**src/rtl/char_uart_tx.sv**
```systemverilog
// UART transmitter (8N1) fed by a small character FIFO.
// Define CHAR_UART_TX_PARITY_EN to insert an even-parity bit after the data bits.
module char_uart_tx #(
  parameter int unsigned CLKS_PER_BIT = 16,
  parameter int unsigned FIFO_DEPTH   = 8
) (
  input  logic                          clk,
  input  logic                          rst_n,
  input  logic [7:0]                    char_in,
  input  logic                          char_valid,
  output logic                          char_ready,
  output logic                          tx,
  output logic                          busy,
  output logic [$clog2(FIFO_DEPTH):0]   fifo_count,
  output logic                          overflow
);

  localparam int unsigned PW = $clog2(FIFO_DEPTH);
  localparam int unsigned CW = PW + 1;
  localparam int unsigned BW = $clog2(CLKS_PER_BIT);

  typedef enum logic [2:0] {
    StIdle,
    StStart,
    StData,
`ifdef CHAR_UART_TX_PARITY_EN
    StParity,
`endif
    StStop
  } state_e;

  state_e          r_state, w_state_nxt;
  logic [BW-1:0]   r_baud, w_baud_nxt;
  logic [2:0]      r_bit, w_bit_nxt;
  logic [7:0]      r_data, w_data_nxt;
  logic            r_tx, w_tx_nxt;
  logic            r_busy;

  logic [7:0]      r_mem [FIFO_DEPTH];
  logic [PW-1:0]   r_wr_ptr, r_rd_ptr;
  logic [CW-1:0]   r_count, w_count_nxt;
  logic            r_ready;
  logic            r_overflow;

  logic            w_push, w_pop, w_baud_end;

  assign w_push     = char_valid & r_ready;
  assign w_pop      = (r_state == StIdle) & (r_count != '0);
  assign w_baud_end = (r_baud == BW'(CLKS_PER_BIT - 1));

  assign w_count_nxt = r_count + CW'(w_push) - CW'(w_pop);

  // FIFO bookkeeping; ready is registered from the post-edge count
  always_ff @(posedge clk or negedge rst_n) begin
    if (!rst_n) begin
      r_wr_ptr   <= '0;
      r_rd_ptr   <= '0;
      r_count    <= '0;
      r_ready    <= 1'b1;
      r_overflow <= 1'b0;
    end else begin
      if (w_push) r_wr_ptr <= r_wr_ptr + 1'b1;
      if (w_pop)  r_rd_ptr <= r_rd_ptr + 1'b1;
      r_count <= w_count_nxt;
      r_ready <= (w_count_nxt != CW'(FIFO_DEPTH));
      if (char_valid && !r_ready) r_overflow <= 1'b1;
    end
  end

  always_ff @(posedge clk) begin
    if (w_push) r_mem[r_wr_ptr] <= char_in;
  end

  always_comb begin
    w_state_nxt = r_state;
    w_bit_nxt   = r_bit;
    w_data_nxt  = r_data;
    if (r_state == StIdle || w_baud_end) begin
      w_baud_nxt = '0;
    end else begin
      w_baud_nxt = r_baud + 1'b1;
    end
    case (r_state)
      StIdle: begin
        if (w_pop) begin
          w_state_nxt = StStart;
          w_data_nxt  = r_mem[r_rd_ptr];
        end
      end
      StStart: begin
        if (w_baud_end) begin
          w_state_nxt = StData;
          w_bit_nxt   = 3'd0;
        end
      end
      StData: begin
        if (w_baud_end) begin
          if (r_bit == 3'd7) begin
`ifdef CHAR_UART_TX_PARITY_EN
            w_state_nxt = StParity;
`else
            w_state_nxt = StStop;
`endif
          end else begin
            w_bit_nxt = r_bit + 3'd1;
          end
        end
      end
`ifdef CHAR_UART_TX_PARITY_EN
      StParity: begin
        if (w_baud_end) w_state_nxt = StStop;
      end
`endif
      StStop: begin
        if (w_baud_end) w_state_nxt = StIdle;
      end
      default: w_state_nxt = StIdle;
    endcase
  end

  // Line level is decoded from the next state so tx leaves a flop
  always_comb begin
    w_tx_nxt = 1'b1;
    case (w_state_nxt)
      StStart:  w_tx_nxt = 1'b0;
      StData:   w_tx_nxt = w_data_nxt[w_bit_nxt];
`ifdef CHAR_UART_TX_PARITY_EN
      StParity: w_tx_nxt = ^w_data_nxt;
`endif
      default:  w_tx_nxt = 1'b1;
    endcase
  end

  always_ff @(posedge clk or negedge rst_n) begin
    if (!rst_n) begin
      r_state <= StIdle;
      r_baud  <= '0;
      r_bit   <= 3'd0;
      r_data  <= 8'd0;
      r_tx    <= 1'b1;
      r_busy  <= 1'b0;
    end else begin
      r_state <= w_state_nxt;
      r_baud  <= w_baud_nxt;
      r_bit   <= w_bit_nxt;
      r_data  <= w_data_nxt;
      r_tx    <= w_tx_nxt;
      r_busy  <= (w_state_nxt != StIdle);
    end
  end

  assign tx         = r_tx;
  assign busy       = r_busy;
  assign char_ready = r_ready;
  assign fifo_count = r_count;
  assign overflow   = r_overflow;

endmodule

```
**config.mk**
```make
export PLATFORM = sky130hd
export DESIGN_NAME = char_uart_tx
export DESIGN_NICKNAME = d
export VERILOG_FILES = /design/src/rtl/char_uart_tx.sv
export SDC_FILE = /design/constraint.sdc
export NUM_CORES = 1
export LEC_CHECK = 0
export CAP_MARGIN = 20
export CORE_MARGIN = 1.5
export CORE_UTILIZATION = 59
export CTS_BUF_LIST = sky130_fd_sc_hd__clkbuf_16
export CTS_CLUSTER_DIAMETER = 150
export CTS_CLUSTER_SIZE = 40
export DETAILED_ROUTE_END_ITERATION = 7
export HOLD_SLACK_MARGIN = 0.15
export PLACE_DENSITY = 0.86
export SLEW_MARGIN = 40
export SYNTH_ARGS = -nofsm -noshare
export SYNTH_HDL_FRONTEND = slang
export SYNTH_SLANG_ARGS = --single-unit
export TNS_END_PERCENT = 50
```
**constraint.sdc**
```tcl
create_clock -name clk -period 3 [get_ports clk]
set_input_delay 0.3 -clock clk [delete_from_list [all_inputs] [get_ports clk]]
set_output_delay 0.3 -clock clk [all_outputs]
set_load 0.01 [all_outputs]
```
==> impl_metrics.ini, run 1 <==
[place]
placed_cells = 377
routabilityCongestion = 0.846
hpwl_um = 4710
dp_slack_ns = 0.170
placed_area_um2 = 4350
port_buffers = 18

[pwr]
power_mw = 4.38
power.density_nw_per_um2 = 938
ir_drop_uv = 498
leakage_nw = 1.89

[sta]
tns_ns = 0
fin_crit_ns = 2.84
tightest_slew_ns = 0.780
fin_hold_ws_ns = 0.354
setup_viol = 0
period_share_pct = 94.7
finalWorstSetupSlack_ns = 0.158
rsz0062_at_grt = false
finClkSkew_ns = 0.00789
clock.fmax_mhz = 352
drv_slew = 0
relSlewSlack_pct = 47.8
hold_viol_final = 0

[final_layout]
nNetsFinal = 328
syn_to_final_growth_pct = 15.3
stdcell_count = 393
stdcell_area_um2 = 4670
regArea_um2 = 2730
diodes = 0
nFillCells = 436
layout-drive-gt1-share_pct = 14.1
final_util_pct = 69.5
multiInputGateArea_um2 = 1210

[floorplan]
initial_utilization_pct = 60.3
coreArea_um2 = 6720
top_level_ports = 19
design.die.area_um2 = 7370
die_h_um = 85.9
die_w_um = 85.9
num_rows = 30

[logic_synthesis]
synth-seq-cells = 96
synth.most_common_cell = edfxtp_1
synth_area_per_cell_um2 = 14.6
syn_nets = 297
yosys_warnings = 0
synth_edf_count = 64
ys.flop_type = edfxtp_1
synth.distinct_cells = 48
yosysTopAreaCell = edfxtp_1
synth_common_cells = edfxtp_1, mux2i_1, dfrtp_1, nand2_1, a22oi_1
yosys-top-cells-area = edfxtp_1, dfrtp_1, mux2i_1
synthCells = 277
synthArstFlopShare_pct = 33.3
netlist.area_leader.share_pct = 47.4
mappedNetlistArea_um2 = 4050
seq_area_frac_synth_pct = 67.3

[cts]
cts_hold_buf = 0
cts_setup_buffers = 0
cts-root-buf = clkbuf_16
post_cts_resized = 0
clock-sinks = 96
clockBufferDepth = 2
insertion_delay_ns = 0.33
h-tree-depth = 3
cts_tree = built
clk_pin_slew_ns = 0.07
cts_made_buffers = 9

[global_routing]
grt_pass1_wl_um = 12300
antenna_found_initial = 0
grt-ovfl-total = 0
grt_usage_pct = 22.7
grt_pass1_vias = 2418
grt_max_degree = 33

[route]
ant_nets = 0
via_count = 2346
drc_errors = 0
totalWireLength_um = 7430
first_pass_iters = 4
drtIter0Drc = 161
wire_per_inst_um = 18.9
drt-vias-per-instance = 5.97

[worst_setup_path]
worstPathArrival_ns = 3.08
reg2reg_from = fifo_count[2]
start_kind = flop
cp_max_fo = 12
r2r_slack_ns = 0.16
reg2reg_depth = 10
critical_path_class = flop to flop
worstSetupEndpointType = flop
reg2reg_to = char_ready
required_ns = 3.24

[run]
max_cap_viol_count = 0

[outcome]
status = finished clean

[worst_hold_path]
hp-class = primary input to asynchronous set/reset pin
[worst max-delay path by stage]
| stage | start | cells after the start | to | slack, ns |
|---|---|---|---|---|
| after floorplan | fifo_count[2] | 11 | char_ready | 0.24 |
| after global placement | fifo_count[2] | 10 | char_ready | 0.30 |
| after detailed placement | fifo_count[2] | 10 | char_ready | 0.17 |
| after CTS | fifo_count[2] | 10 | char_ready | 0.15 |
| after global routing | fifo_count[2] | 11 | char_ready | 0.03 |
| final | fifo_count[2] | 10 | char_ready | 0.16 |
[cells by family (layout without fill, tap and decap cells)]
group / count (synthesis) / in the layout / synth area share, %
other: 1 / 1 / 0.0926
XOR/XNOR: 9 / 9 / 1.95
AO/OA/AOI/OAI: 40 / 40 / 7.57
adder cells (fa/ha/maj): 9 / 9 / 2.96
buffers and inverters: 21 / 57 / 2.81
multiplexers: 35 / 35 / 8.74
flip-flops: 96 / 96 / 67.3
AND/OR/NAND/NOR: 66 / 66 / 8.62
[where the power goes]
part,internal (mW),switching (mW)
clock,0.724,0.464
sequential,1.71,0.154
combinational,0.603,0.727
total,3.03,1.34
[area by class of cell]
type	instances	share of cell area (%)
Clock buffer	9	4.82
Timing Repair Buffer	31	5.95
Tap cell	80	2.14
Multi-Input combinational cell	160	26.0
Clock inverter	7	1.90
Sequential cell	96	58.4
Inverter	10	0.804
[metal layers]
layer  vias up  routed length (um)  global-route usage (%)
li1       1093                   -                       -
met1      1180                3020                    29.1
met2        57                3890                    38.4
met3        16                 353                    5.20
met4         0                 170                    8.21
met5         -                   0                       0
[critical path: stages (launching register included)]
cell     delay [ns]
dfrtp_1        0.38
inv_1          0.08
ha_1           0.13
or3b_4         0.40
and2_4         0.22
nand2_1        0.13
ha_1           0.25
a21o_1         0.17
a21oi_1        0.17
xor2_1         0.21
or4b_2         0.61
[cell usage in the layout, fill, tap and decap left out, drive strengths merged, types with 4 or more instances in the layout]
cell | Yosys | routed
clkdlybuf4s50 | 0 | 18
nor2 | 9 | 9
nand2 | 19 | 19
buf | 8 | 13
inv | 10 | 11
a21boi | 5 | 5
a22oi | 17 | 17
a31o | 4 | 4
and2 | 5 | 5
edfxtp | 64 | 64
mux2i | 32 | 32
nand3 | 10 | 10
dfrtp | 30 | 30
xnor2 | 6 | 6
clkbuf | 3 | 9
nor3 | 7 | 7
ha | 8 | 8
[sequential cells by signal, indices dropped and copies added, names as in the netlist]
register	count
char_ready	1
r_rd_ptr	3
tx	1
busy	1
fifo_count	4
r_bit	3
r_mem	64
overflow	1
r_wr_ptr	3
r_baud	4
r_state	3
r_data	8
Power figures use the tool's default switching activity.
==> run 2: changes to the inputs <==
--- a/config.mk
+++ b/config.mk
@@ -6,14 +6,13 @@
 export NUM_CORES = 1
 export LEC_CHECK = 0
 export CAP_MARGIN = 20
-export CORE_MARGIN = 1.5
-export CORE_UTILIZATION = 59
-export CTS_BUF_LIST = sky130_fd_sc_hd__clkbuf_16
+export CORE_UTILIZATION = 62
+export CTS_BUF_LIST = sky130_fd_sc_hd__clkbuf_4
 export CTS_CLUSTER_DIAMETER = 150
 export CTS_CLUSTER_SIZE = 40
 export DETAILED_ROUTE_END_ITERATION = 7
 export HOLD_SLACK_MARGIN = 0.15
-export PLACE_DENSITY = 0.86
+export PLACE_DENSITY = 0.9
 export SLEW_MARGIN = 40
 export SYNTH_ARGS = -nofsm -noshare
 export SYNTH_HDL_FRONTEND = slang
==> impl_metrics.ini, run 2 (synthesis results as in run 1) <==
[sta]
fin_crit_ns = 2.76
period_share_pct = 92.1
relSlewSlack_pct = 54.0
tightest_slew_ns = 0.688
clock.fmax_mhz = 362
hold_viol_final = 0
finalWorstSetupSlack_ns = 0.236
setup_viol = 0
tns_ns = 0
drv_slew = 0
finClkSkew_ns = 0.0256
rsz0062_at_grt = false

[final_layout]
layout-drive-gt1-share_pct = 14.6
largest_register_ffs = 64
nNetsFinal = 330
stdcell_area_um2 = 4500
final_util_pct = 71.3
syn_to_final_growth_pct = 11.2
top_register = r_mem
final_cell_mix = edfxtp_1, mux2i_1, dfrtp_1, nand2_1, clkdlybuf4s50_1
diodes = 0
layout_commonest_cell = edfxtp_1
reg_top3 = r_mem x64, r_data x8

[cts]
cts_made_buffers = 9
insertion_delay_ns = 0.43
cts_setup_buffers = 0
cts-root-buf = clkbuf_4
post_cts_resized = 0
clockBufferDepth = 2
clk_pin_slew_ns = 0.15
cts_hold_buf = 0
clock-sinks = 96
h-tree-depth = 3
cts_tree = built

[worst_hold_path]
hp-class = primary input to asynchronous set/reset pin

[route]
first_pass_iters = 4
drtIter0Drc = 140
wire_per_inst_um = 18.2
ant_nets = 0
drt-vias-per-instance = 5.87
via_count = 2301
drc_errors = 0
totalWireLength_um = 7120

[floorplan]
top_level_ports = 19
coreArea_um2 = 6310
initial_utilization_pct = 64.2
num_rows = 29
design.die.area_um2 = 6860
die_w_um = 82.8
die_h_um = 82.8

[worst_setup_path]
critPathTopFamily = simple AND/OR/NAND/NOR gates
required_ns = 3.37
crit_chain = inv_1 > ha_1 > or3b_4 > nand2_1 > nand3_1 > nand2_1 > ha_1 > inv_1 > fa_1 > inv_1 > or4b_2
reg2reg_from = fifo_count[2]
cp_max_fo = 6
max_stage_delay_ns = 0.65
worst_path_most_repeated_cell = inv_1
critical_path_class = flop to flop
worstPathArrival_ns = 3.13
start_kind = flop
reg2reg_depth = 11
crit_cells = 11
reg2reg_to = char_ready
r2r_slack_ns = 0.24
slowest_stage = or4b_2
worstSetupEndpointType = flop
crit_end = char_ready
crit_buf_inv = 3
cp-startpoint = fifo_count[2]

[global_routing]
grt_pass1_wl_um = 11800
grt-ovfl-total = 0
grt_max_degree = 33
grt_usage_pct = 22.8
antenna_found_initial = 0
grt_pass1_vias = 2337

[pwr]
leakage_nw = 1.82
ir_drop_uv = 556
power.density_nw_per_um2 = 853

[place]
routabilityCongestion = 0.792
dp_slack_ns = 0.237
placed_area_um2 = 4360
port_buffers = 18
hpwl_um = 4770

[outcome]
status = finished clean

[run]
max_cap_viol_count = 0
-- run 2: power by group --
group / leakage, nW / switching [mW] / internal, mW
clock network: 0.0711 / 0.405 / 0.274
logic: 0.773 / 0.709 / 0.606
registers: 0.972 / 0.148 / 1.70
-- run 2: final cells by class --
class                           instances  area, um2
Inverter                               10       37.5
Sequential cell                        96       2730
Clock buffer                           11       82.6
Clock inverter                          5       57.6
Multi-Input combinational cell        160       1210
Fill cell                             417       1810
Timing Repair Buffer                   33        293
Tap cell                               77       96.3
-- run 2: routing by layer --
metal  wire (um)  track usage (%)  up-vias  part of all wire [%]
met2        3510             35.6       49                    49
met1        3210             31.0     1130                    45
met5           0                0        -                     0
met4         172             10.2        0                   2.4
li1            -                -     1107                     -
met3         224             5.27       15                   3.1
-- run 2: stage by stage --
stage	std cells	hold slack (ns)	power [mW]
finish	392	0.232	3.84
global route	392	0.227	4.08
CTS	392	0.227	3.85
detailed placement	376	0.456	3.19
global placement	376	0.438	3.11
floorplan	277	0.00441	2.77
-- run 2: worst min path at each step --
| stage | from | slack (ns) | endpoint |
|---|---|---|---|
| 2_1_floorplan | rst_n | 0.004 | busy |
| 3_3_place_gp | overflow | 0.44 | overflow |
| 3_5_place_dp | overflow | 0.46 | overflow |
| 4_1_cts | rst_n | 0.23 | r_baud[2] |
| 5_1_grt | rst_n | 0.23 | r_baud[2] |
| 6_report | rst_n | 0.23 | r_baud[0] |
==> run 3: changes to the inputs <==
--- a/config.mk
+++ b/config.mk
@@ -13,6 +13,8 @@
 export DETAILED_ROUTE_END_ITERATION = 7
 export HOLD_SLACK_MARGIN = 0.15
 export PLACE_DENSITY = 0.9
+export SETUP_SLACK_MARGIN = 0.02
+export SKIP_CTS_REPAIR_TIMING = 1
 export SLEW_MARGIN = 40
 export SYNTH_ARGS = -nofsm -noshare
 export SYNTH_HDL_FRONTEND = slang
==> results of run 3 <==
No change in the layout: final DEF, timing and power equal those of run 2.
